`src/rtl/alu_pkg.sv`:
```
// Shared types for the sequential ALU: op encodings, FSM states and flag bit positions.
package alu_pkg;

   typedef enum logic [2:0] {
      OP_ADD    = 3'b000,
      OP_SUB    = 3'b001,
      OP_RED    = 3'b010,
      OP_XOR    = 3'b011,
      OP_SLL    = 3'b100,
      OP_SRA    = 3'b101,
      OP_ROR    = 3'b110,
      OP_PADDSB = 3'b111
   } op_t;

   typedef enum logic [1:0] {
      IDLE  = 2'd0,
      SHIFT = 2'd1,
      RED   = 2'd2,
      DONE  = 2'd3
   } state_t;

   localparam int FLAG_N = 2;
   localparam int FLAG_Z = 1;
   localparam int FLAG_V = 0;

endpackage

```
`src/rtl/sat_add.sv`:
```
// Signed W-bit add/subtract with overflow detect and clamp to the signed range.
// Purely combinational; no handshake.
module sat_add #(
   parameter int W = 16
) (
   input  logic [W-1:0] a,
   input  logic [W-1:0] b,
   input  logic         sub,
   output logic [W-1:0] sum,
   output logic         ovf,
   output logic [W-1:0] sat
);

   logic [W-1:0] bx;

   // Subtract as a + ~b + 1 so overflow uses the same sign rule as an add.
   assign bx  = sub ? ~b : b;
   assign sum = a + bx + {{(W-1){1'b0}}, sub};
   assign ovf = (a[W-1] == bx[W-1]) && (sum[W-1] != a[W-1]);
   assign sat = ovf ? (a[W-1] ? {1'b1, {(W-1){1'b0}}} : {1'b0, {(W-1){1'b1}}}) : sum;

endmodule

```
`src/rtl/alu_seq.sv`:
```
// Multi-cycle ALU with flag register between operand fetch and writeback.
// Latency: 1 cycle for ADD/SUB/XOR/PADDSB, shamt cycles for shifts, 2*WIDTH/8 for RED.
// Backpressure: result and flags hold while out_ready=0; in_ready drops until the result drains.
module alu_seq
   import alu_pkg::*;
#(
   parameter int WIDTH   = 16,
   parameter int LANE    = 4,
   parameter int SHAMT_W = 4
) (
   input  logic             clk,
   input  logic             rst_n,
   input  logic             in_valid,
   output logic             in_ready,
   input  logic [2:0]       op,
   input  logic [WIDTH-1:0] a,
   input  logic [WIDTH-1:0] b,
   output logic             out_valid,
   input  logic             out_ready,
   output logic [WIDTH-1:0] result,
   output logic [2:0]       flag
);

   localparam int NBYTES = 2 * WIDTH / 8;
   localparam int IDX_W  = $clog2(NBYTES);
   localparam int ACC_W  = 9 + IDX_W;
   localparam int NLANE  = WIDTH / LANE;

   state_t               state_q, state_d;
   op_t                  op_in, op_q;
   logic                 accept, shift_in;
   logic [SHAMT_W-1:0]   shamt_in, cnt_q;
   logic [WIDTH-1:0]     work_q, work_shifted, result_q, red_res;
   logic [2*WIDTH-1:0]   bytes_q;
   logic [IDX_W-1:0]     idx_q;
   logic [ACC_W-1:0]     acc_q, acc_next;
   logic [2:0]           flag_q;
   logic [WIDTH-1:0]     add_sum_unused, add_sat, padd_res, lane_sum_unused;
   logic                 add_ovf;
   logic [NLANE-1:0]     lane_ovf_unused;

   assign op_in    = op_t'(op);
   assign shamt_in = b[SHAMT_W-1:0];
   assign shift_in = (op_in == OP_SLL) || (op_in == OP_SRA) || (op_in == OP_ROR);
   assign accept   = in_valid && in_ready;
   assign result   = result_q;
   assign flag     = flag_q;

   sat_add #(.W(WIDTH)) u_add (
      .a   (a),
      .b   (b),
      .sub (op_in == OP_SUB),
      .sum (add_sum_unused),
      .ovf (add_ovf),
      .sat (add_sat)
   );

   for (genvar g = 0; g < NLANE; g++) begin : g_lane
      sat_add #(.W(LANE)) u_lane (
         .a   (a[g*LANE +: LANE]),
         .b   (b[g*LANE +: LANE]),
         .sub (1'b0),
         .sum (lane_sum_unused[g*LANE +: LANE]),
         .ovf (lane_ovf_unused[g]),
         .sat (padd_res[g*LANE +: LANE])
      );
   end

   always_ff @(posedge clk or negedge rst_n) begin
      if (!rst_n) state_q <= IDLE;
      else        state_q <= state_d;
   end

   always_comb begin
      state_d = state_q;
      unique case (state_q)
         IDLE, DONE: begin
            if (state_q == DONE && out_ready) state_d = IDLE;
            if (accept) begin
               if (op_in == OP_RED)                   state_d = RED;
               else if (shift_in && shamt_in != '0)   state_d = SHIFT;
               else                                   state_d = DONE;
            end
         end
         SHIFT:   if (cnt_q == SHAMT_W'(1)) state_d = DONE;
         RED:     if (idx_q == IDX_W'(NBYTES - 1)) state_d = DONE;
         default: state_d = IDLE;
      endcase
   end

   always_comb begin
      in_ready  = (state_q == IDLE) || (state_q == DONE && out_ready);
      out_valid = (state_q == DONE);
   end

   always_comb begin
      work_shifted = {work_q[WIDTH-2:0], 1'b0};
      case (op_q)
         OP_SRA:  work_shifted = {work_q[WIDTH-1], work_q[WIDTH-1:1]};
         OP_ROR:  work_shifted = {work_q[0], work_q[WIDTH-1:1]};
         default: work_shifted = {work_q[WIDTH-2:0], 1'b0};
      endcase
   end

   // RED consumes the low byte of {b,a} each cycle, so a's bytes go first.
   assign acc_next = acc_q + {{(ACC_W-8){bytes_q[7]}}, bytes_q[7:0]};
   assign red_res  = {{(WIDTH-ACC_W){acc_next[ACC_W-1]}}, acc_next};

   always_ff @(posedge clk or negedge rst_n) begin
      if (!rst_n) begin
         op_q     <= OP_ADD;
         cnt_q    <= '0;
         work_q   <= '0;
         bytes_q  <= '0;
         idx_q    <= '0;
         acc_q    <= '0;
         result_q <= '0;
         flag_q   <= '0;
      end else if (accept) begin
         op_q <= op_in;
         unique case (op_in)
            OP_ADD, OP_SUB: begin
               result_q <= add_sat;
               flag_q   <= {add_sat[WIDTH-1], add_sat == '0, add_ovf};
            end
            OP_XOR: begin
               result_q         <= a ^ b;
               flag_q[FLAG_Z]   <= (a ^ b) == '0;
            end
            OP_PADDSB: result_q <= padd_res;
            OP_RED: begin
               bytes_q <= {b, a};
               acc_q   <= '0;
               idx_q   <= '0;
            end
            default: begin
               work_q <= a;
               cnt_q  <= shamt_in;
               if (shamt_in == '0) begin
                  result_q       <= a;
                  flag_q[FLAG_Z] <= a == '0;
               end
            end
         endcase
      end else if (state_q == SHIFT) begin
         work_q <= work_shifted;
         cnt_q  <= cnt_q - SHAMT_W'(1);
         if (cnt_q == SHAMT_W'(1)) begin
            result_q       <= work_shifted;
            flag_q[FLAG_Z] <= work_shifted == '0;
         end
      end else if (state_q == RED) begin
         acc_q   <= acc_next;
         bytes_q <= bytes_q >> 8;
         idx_q   <= idx_q + IDX_W'(1);
         if (idx_q == IDX_W'(NBYTES - 1)) result_q <= red_res;
      end
   end

endmodule

```
`config.mk`:
```
export PLATFORM = sky130hd
export DESIGN_NAME = alu_seq
export DESIGN_NICKNAME = d
export VERILOG_FILES = /design/src/rtl/alu_pkg.sv /design/src/rtl/sat_add.sv /design/src/rtl/alu_seq.sv
export SDC_FILE = /design/constraint.sdc
export NUM_CORES = 1
export LEC_CHECK = 0
export CORE_MARGIN = 2
export CORE_UTILIZATION = 45
export CTS_CLUSTER_SIZE = 24
export DETAILED_ROUTE_END_ITERATION = 8
export PLACE_DENSITY_LB_ADDON = 0.1
export SETUP_SLACK_MARGIN = 0.3
export SYNTH_ARGS = -nofsm -noshare
export SYNTH_HDL_FRONTEND = slang
export SYNTH_SLANG_ARGS = --single-unit
```
`constraint.sdc`:
```
create_clock -name clk -period 2.45 [get_ports clk]
set_input_delay 0.49 -clock clk [delete_from_list [all_inputs] [get_ports clk]]
set_output_delay 0.49 -clock clk [all_outputs]
set_load 0.005 [all_outputs]
```
# Word-level counts from Yosys, hierarchy flattened
# Cells that the tools add are included.
# word_totals
in_bits	39
out_inout_bits	21
romBits	0
register_bits	89
ramBits	0
latchBits	0
n_memories	0
# op_classes
mul	0
shift	0
n_div	0
n_bitwise	2
n_reduce_logical	34
magnitude_cmp	0
n_mux	49
n_eq_ne	35
addsub	9
# op_table
cell	n
16-bit two-way mux	12
32-bit two-way mux	4
16-bit logical NOT	4
16-bit case mux with 4 select lines	1
11-bit two-way mux	4
4-bit two-way mux	11
16-bit case mux with 2 select lines	1
2-bit two-way mux	10
3-bit == test, second input constant	6
16-bit by 1-bit adder with 16-bit output	1
16-bit adder	1
4-bit adder	4
16-bit NOT	1
16-bit bitwise XOR	1
2-bit inequality test, second input constant	6
11-bit adder	1
1-bit logical AND	8
2-bit == test, second input constant	3
3-bit by 2-bit == test with 1-bit output, second input constant	2
3-bit inequality test, second input constant	2
2-bit case mux with 3 select lines	1
3-bit AND reduction	2
2-bit nonzero test	3
3-bit nonzero test	2
22 further kinds	38

# Logic depth before layout (Yosys ltp)
# logic_depth
word_depth	10
ltp_mapped	14

# Hierarchy
# From an unflattened synthesis, not the netlist that was laid out.
# hier_totals
cells_unflattened	965
hier_area_um2	7838.8
# by_module_without_submodules
mod	seq_area_each_um2	area_per_inst_um2	instances	cells_each
alu_seq	2227.1	5557.8	1	672
sat_add at u_add	0.0	1370.1	1	185
sat_add at g_lane[0].u_lane ...	0.0	227.7	4	27

# Least setup slack after synthesis
# Ideal clock, no wire load.
# synth_path
path_kind	input to register
startpoint	input op[2]
endpoint	register flag_q[1], in the netlist flag[1]
n_path_buf	2
t_required_ps	2383
path_slack_ps	-1797
cell_stages	13
t_arrival_ps	4180
path_cell_list	buf_2 nor3b_4 buf_1 xnor2_1 fa_1 a21o_1 a31oi_4 a211oi_1 or3_1 a221oi_2 or4b_1 a2111oi_2 o221a_1
# synth_via
elab_chain_cells	10
# synth_lines
item	line	source
start, declared	alu_seq.sv:15	input logic [2:0] op,
3-bit by 1-bit == test with 1-bit output	alu_seq.sv:52, alu_seq.sv:121	
16-bit two-way mux	sat_add.sv:17	assign bx = sub ? ~b : b;
16-bit adder	sat_add.sv:18	assign sum = a + bx + {{(W-1){1'b0}}, sub};
16-bit by 1-bit adder with 16-bit output	sat_add.sv:18	
1-bit inequality test	sat_add.sv:19	assign ovf = (a[W-1] == bx[W-1]) && (sum[W-1] != a[W-1]);
1-bit logical AND	sat_add.sv:19	
16-bit two-way mux	sat_add.sv:20	assign sat = ovf ? (a[W-1] ? {1'b1, {(W-1){1'b0}}} : {1'b0, {(W-1){1'b1}}}) : sum;
16-bit logical NOT	alu_seq.sv:124	flag_q <= {add_sat[WIDTH-1], add_sat == '0, add_ovf};
1-bit case mux with 3 select lines	alu_seq.sv:121	unique case (op_in)
1-bit two-way mux	alu_seq.sv:119	end else if (accept) begin
end signal, assigned	alu_seq.sv:124	
end, declared	alu_seq.sv:37	logic [2:0] flag_q;
# Several ways; a longest one is shown, not always the timed one.
# A chain may end at the register's enable or synchronous reset.

# Final worst setup path
# layout_path
startpoint	input op[1]
endpoint	register flag_q[1], in the netlist flag[1]
# Same word-level chain as after synthesis.

==> results.txt <==
Outcome -> complete, but fails checks
Failing checks -> negative setup slack
CP Data Required Time -> 2.74 ns
Final Setup Violations -> 41
Hold slack -> 0.1542 ns
Pwr Density -> 1168 nW/um^2
CTS max path bufs -> 2
Fmax -> 0.2892 GHz
Slowest Stage Delay on Critical Path -> 0.51 ns
Portion of netlist area occupied by mux cells -> 2.973%
Commonest non-fill, non-tap cells in the layout -> 227 x buf_4, 89 x dfrtp_1, 73 x nand2_1
Async set-reset flop share out of synthesis -> 100.0%
Die Height -> 130.5 um
Synth Area per Inst -> 8.280 um^2
Worst-case reg-to-reg path depth -> 12
Filler cells -> 1142
Final wirelength -> 32980 um
Antenna viol nets, final -> 0
CP max-delay cell -> or4b_4
Die Wd -> 130.5 um
Number of synthesized flops with an enable pin -> 0
Total grt overflow -> 0
Netlist cell types -> 76
Via Count -> 8659
Site row count -> 46
Placed insts -> 1322
CP Cell Sequence -> buf_8 > nor3b_4 > buf_12 > xor2_2 > ha_1 > a21o_1 > a31oi_4 > a211oi_2 > or3_4 > a221oi_2 > or4b_4 > a2111oi_4 > o221a_1
Share of cells above drive strength 1 -> 39.46%
CTS tree -> yes
Port buffer count -> 59
Avg WL per Cell -> 23.44 um
Worst-margin pin slew -> 0.7426 ns
Final net count -> 1276
Core box area -> 15770 um^2
Crit Path Max Fanout -> 4
Worst setup margin -> -1.008 ns
R2R Path Start -> acc_q[0]
XOR/XNOR Fraction of Synth Area -> 4.625%
RSZ-0062 raised after global routing -> yes
Leak pwr -> 5.289 nW
Count of final hold-check violations -> 0
Synthesized net count -> 959
Largest net degree at the start of global routing -> 50
CP bufs+invs -> 2
Compound-Gate Fraction of Synth Area -> 28.78%
Worst-Skew Late Latency -> 0.36 ns
Yosys reg bits -> 89
Vias per inst -> 6.154
Total power -> 13.72 mW
WS Path Type -> in -> reg
Most common flop cell mapped by yosys -> dfrtp_1
GRT Overall Usage -> 36.63%
Slew Limit Fails -> 0
Clock Pin Slew Worst Setup and Hold Paths -> 0.07 ns
DIE AREA -> 17020 um^2
Post-route DRC -> 0
Skew final -> 0.01461 ns
Post-DP HPWL -> 22690 um
CP Capture Type -> flip-flop
Hold Buf Count CTS -> 0
Worst r2r dst -> result[12]
CTS buffer count -> 9
Crit path max-delay family -> compound AO/OA/AOI/OAI gates
Initial drt markers -> 1021
Starting density of the core -> 45.63%
Antenna violations before repair -> 1
Final GP Congestion -> 1.078
Drt pass-1 iters -> 5
Hold Crit Class -> in -> async
Rel. slew slack -> 50.14%
Clock sinks -> 89
Synth Area in Adders -> 9.494%
Post-synthesis cell count -> 869
Fin cells -> 1407
Final Util -> 74.48%
First-pass GRT wire length -> 46620 um
Vias in the first global route -> 8315
H-tree levels -> 3
Tcrit/Tclk final -> 141.2%
Post-synthesis simple-gate area fraction -> 18.74%
Clock root buffer -> clkbuf_16
Fin crit period -> 3.458 ns
Startpoint Class -> input port
Antenna Diode Count -> 0
Largest family of logic cells by synthesized area -> compound AO/OA/AOI/OAI gates
Register area share after synthesis -> 30.95%
Yosys warnings -> 0
Synth Cell Area -> 7196 um^2
R2R Setup Slk -> -0.33 ns
Area growth from synthesis to layout -> 63.22%
Fin area -> 11750 um^2
Most common cell after layout, fill and taps aside -> buf_4
Critical Path AT -> 3.75 ns
VDD IR max -> 0.0005825 V
Max-Cap Viols -> 0
I/O pin count -> 60
Cell Area, Placed -> 9752 um^2
==> synthesized netlist by cell type (4+ instances only) <==
library cell	instances	area [um^2]
nand2_1	98	367.9
dfrtp_1	89	2227
nor2_1	81	304.0
a21oi_1	75	375.4
o21ai_0	65	325.3
ha_1	45	563.0
clkbuf_1	42	157.7
inv_1	29	108.9
nand3_1	22	110.1
xnor2_1	21	183.9
a31oi_1	20	125.1
a221o_1	19	190.2
mux2i_1	18	180.2
xor2_1	17	148.9
a21o_1	16	120.1
nor3_1	16	80.08
and3_1	12	75.07
o31ai_1	11	82.58
nor4_1	9	56.30
o211ai_1	9	67.56
o221ai_1	9	78.83
and2_1	8	50.05
nand4_1	8	50.05
o21a_1	8	60.06
a211oi_1	7	52.55
buf_1	7	26.28
or2_2	7	43.79
a211o_1	6	52.55
a22o_1	6	52.55
fa_1	6	120.1
a21boi_0	5	37.54
o22ai_1	5	31.28
or3_1	5	31.28
o22a_1	4	35.03
==> cell families (layout without fill, tap and decap cells) <==
family	Yosys count	in the layout
compound gates	303	303
xor+xnor	38	38
fa+ha+maj	51	51
buf+inv	81	403
flops	89	89
mux	21	21
simple gates	286	286
==> flip-flops by register name, indices dropped and copies added, names as in the netlist <==
| register | flops |
|---|---|
| op_q | 3 |
| idx_q | 2 |
| work_q | 16 |
| cnt_q | 4 |
| bytes_q | 32 |
| result | 16 |
| flag | 3 |
| acc_q | 11 |
| state_q | 2 |
==> worst max-delay path by stage <==
| stage | endpoint | cells past startpoint | slack (ns) | start |
|---|---|---|---|---|
| 2_1_floorplan | flag[1] | 13 | -1.24 | op[2] |
| 3_3_place_gp | flag[1] | 13 | -1.66 | op[1] |
| 3_5_place_dp | flag[1] | 13 | -1.73 | op[1] |
| 4_1_cts | flag[1] | 13 | -1.02 | op[2] |
| 5_1_grt | flag[1] | 15 | -1.17 | op[1] |
| 6_report | flag[1] | 13 | -1.01 | op[1] |
==> worst reg2reg max path, cell delays in order, from the launching register on <==
cell and delay (ns):
dfrtp_1 0.41, ha_2 0.20, fa_2 0.36, a21o_1 0.20, nand4_1 0.13, nand2_1 0.11
o31ai_2 0.28, o21ai_1 0.14, xnor2_1 0.16, buf_4 0.16, a21boi_0 0.17, buf_4 0.21
a31oi_2 0.11
==> timing repair <==
item | in CTS | in global routing
pin swaps | 56 | 50
cloned | 9 | 0
buffers inserted | 36 | 24
setup endpoints to repair | 64 | 82
gates resized for setup | 149 | 109
==> layer usage <==
layer  wire, um  vias up  GRT usage (%)
met4       1598        0          17.90
met3       2680      106          6.067
li1           -     3851              -
met2      15730      446          61.41
met1      12970     4256          46.09
met5          0        -              0
==> power by group <==
group / switching [mW] / total (mW) / internal, mW
Combinational: 4.69 / 9.42 / 4.72
Clock: 0.660 / 1.56 / 0.898
Sequential: 0.589 / 2.74 / 2.15
==> through the flow <==
| step | setup slack, ns | setup TNS [ns] |
|---|---|---|
| 2_1_floorplan | -1.242 | -12.95 |
| 3_3_place_gp | -1.659 | -40.04 |
| 3_5_place_dp | -1.728 | -42.05 |
| 4_1_cts | -1.022 | -12.75 |
| 5_1_grt | -1.171 | -20.61 |
| 6_report | -1.008 | -17.85 |
==> cell type report <==
| class | count | area [um^2] | share of cell area [%] |
|---|---|---|---|
| multi-input cells | 699 | 5449 | 46.39 |
| repair buffers | 358 | 3372 | 28.71 |
| flip-flops and latches | 89 | 2227 | 18.96 |
| well taps | 216 | 270.3 | 2.301 |
| clock buffers | 9 | 225.2 | 1.918 |
| inverters | 29 | 108.9 | 0.9268 |
| clock inverters | 7 | 92.59 | 0.7883 |
Note: power is estimated with default switching activity, not from simulation.
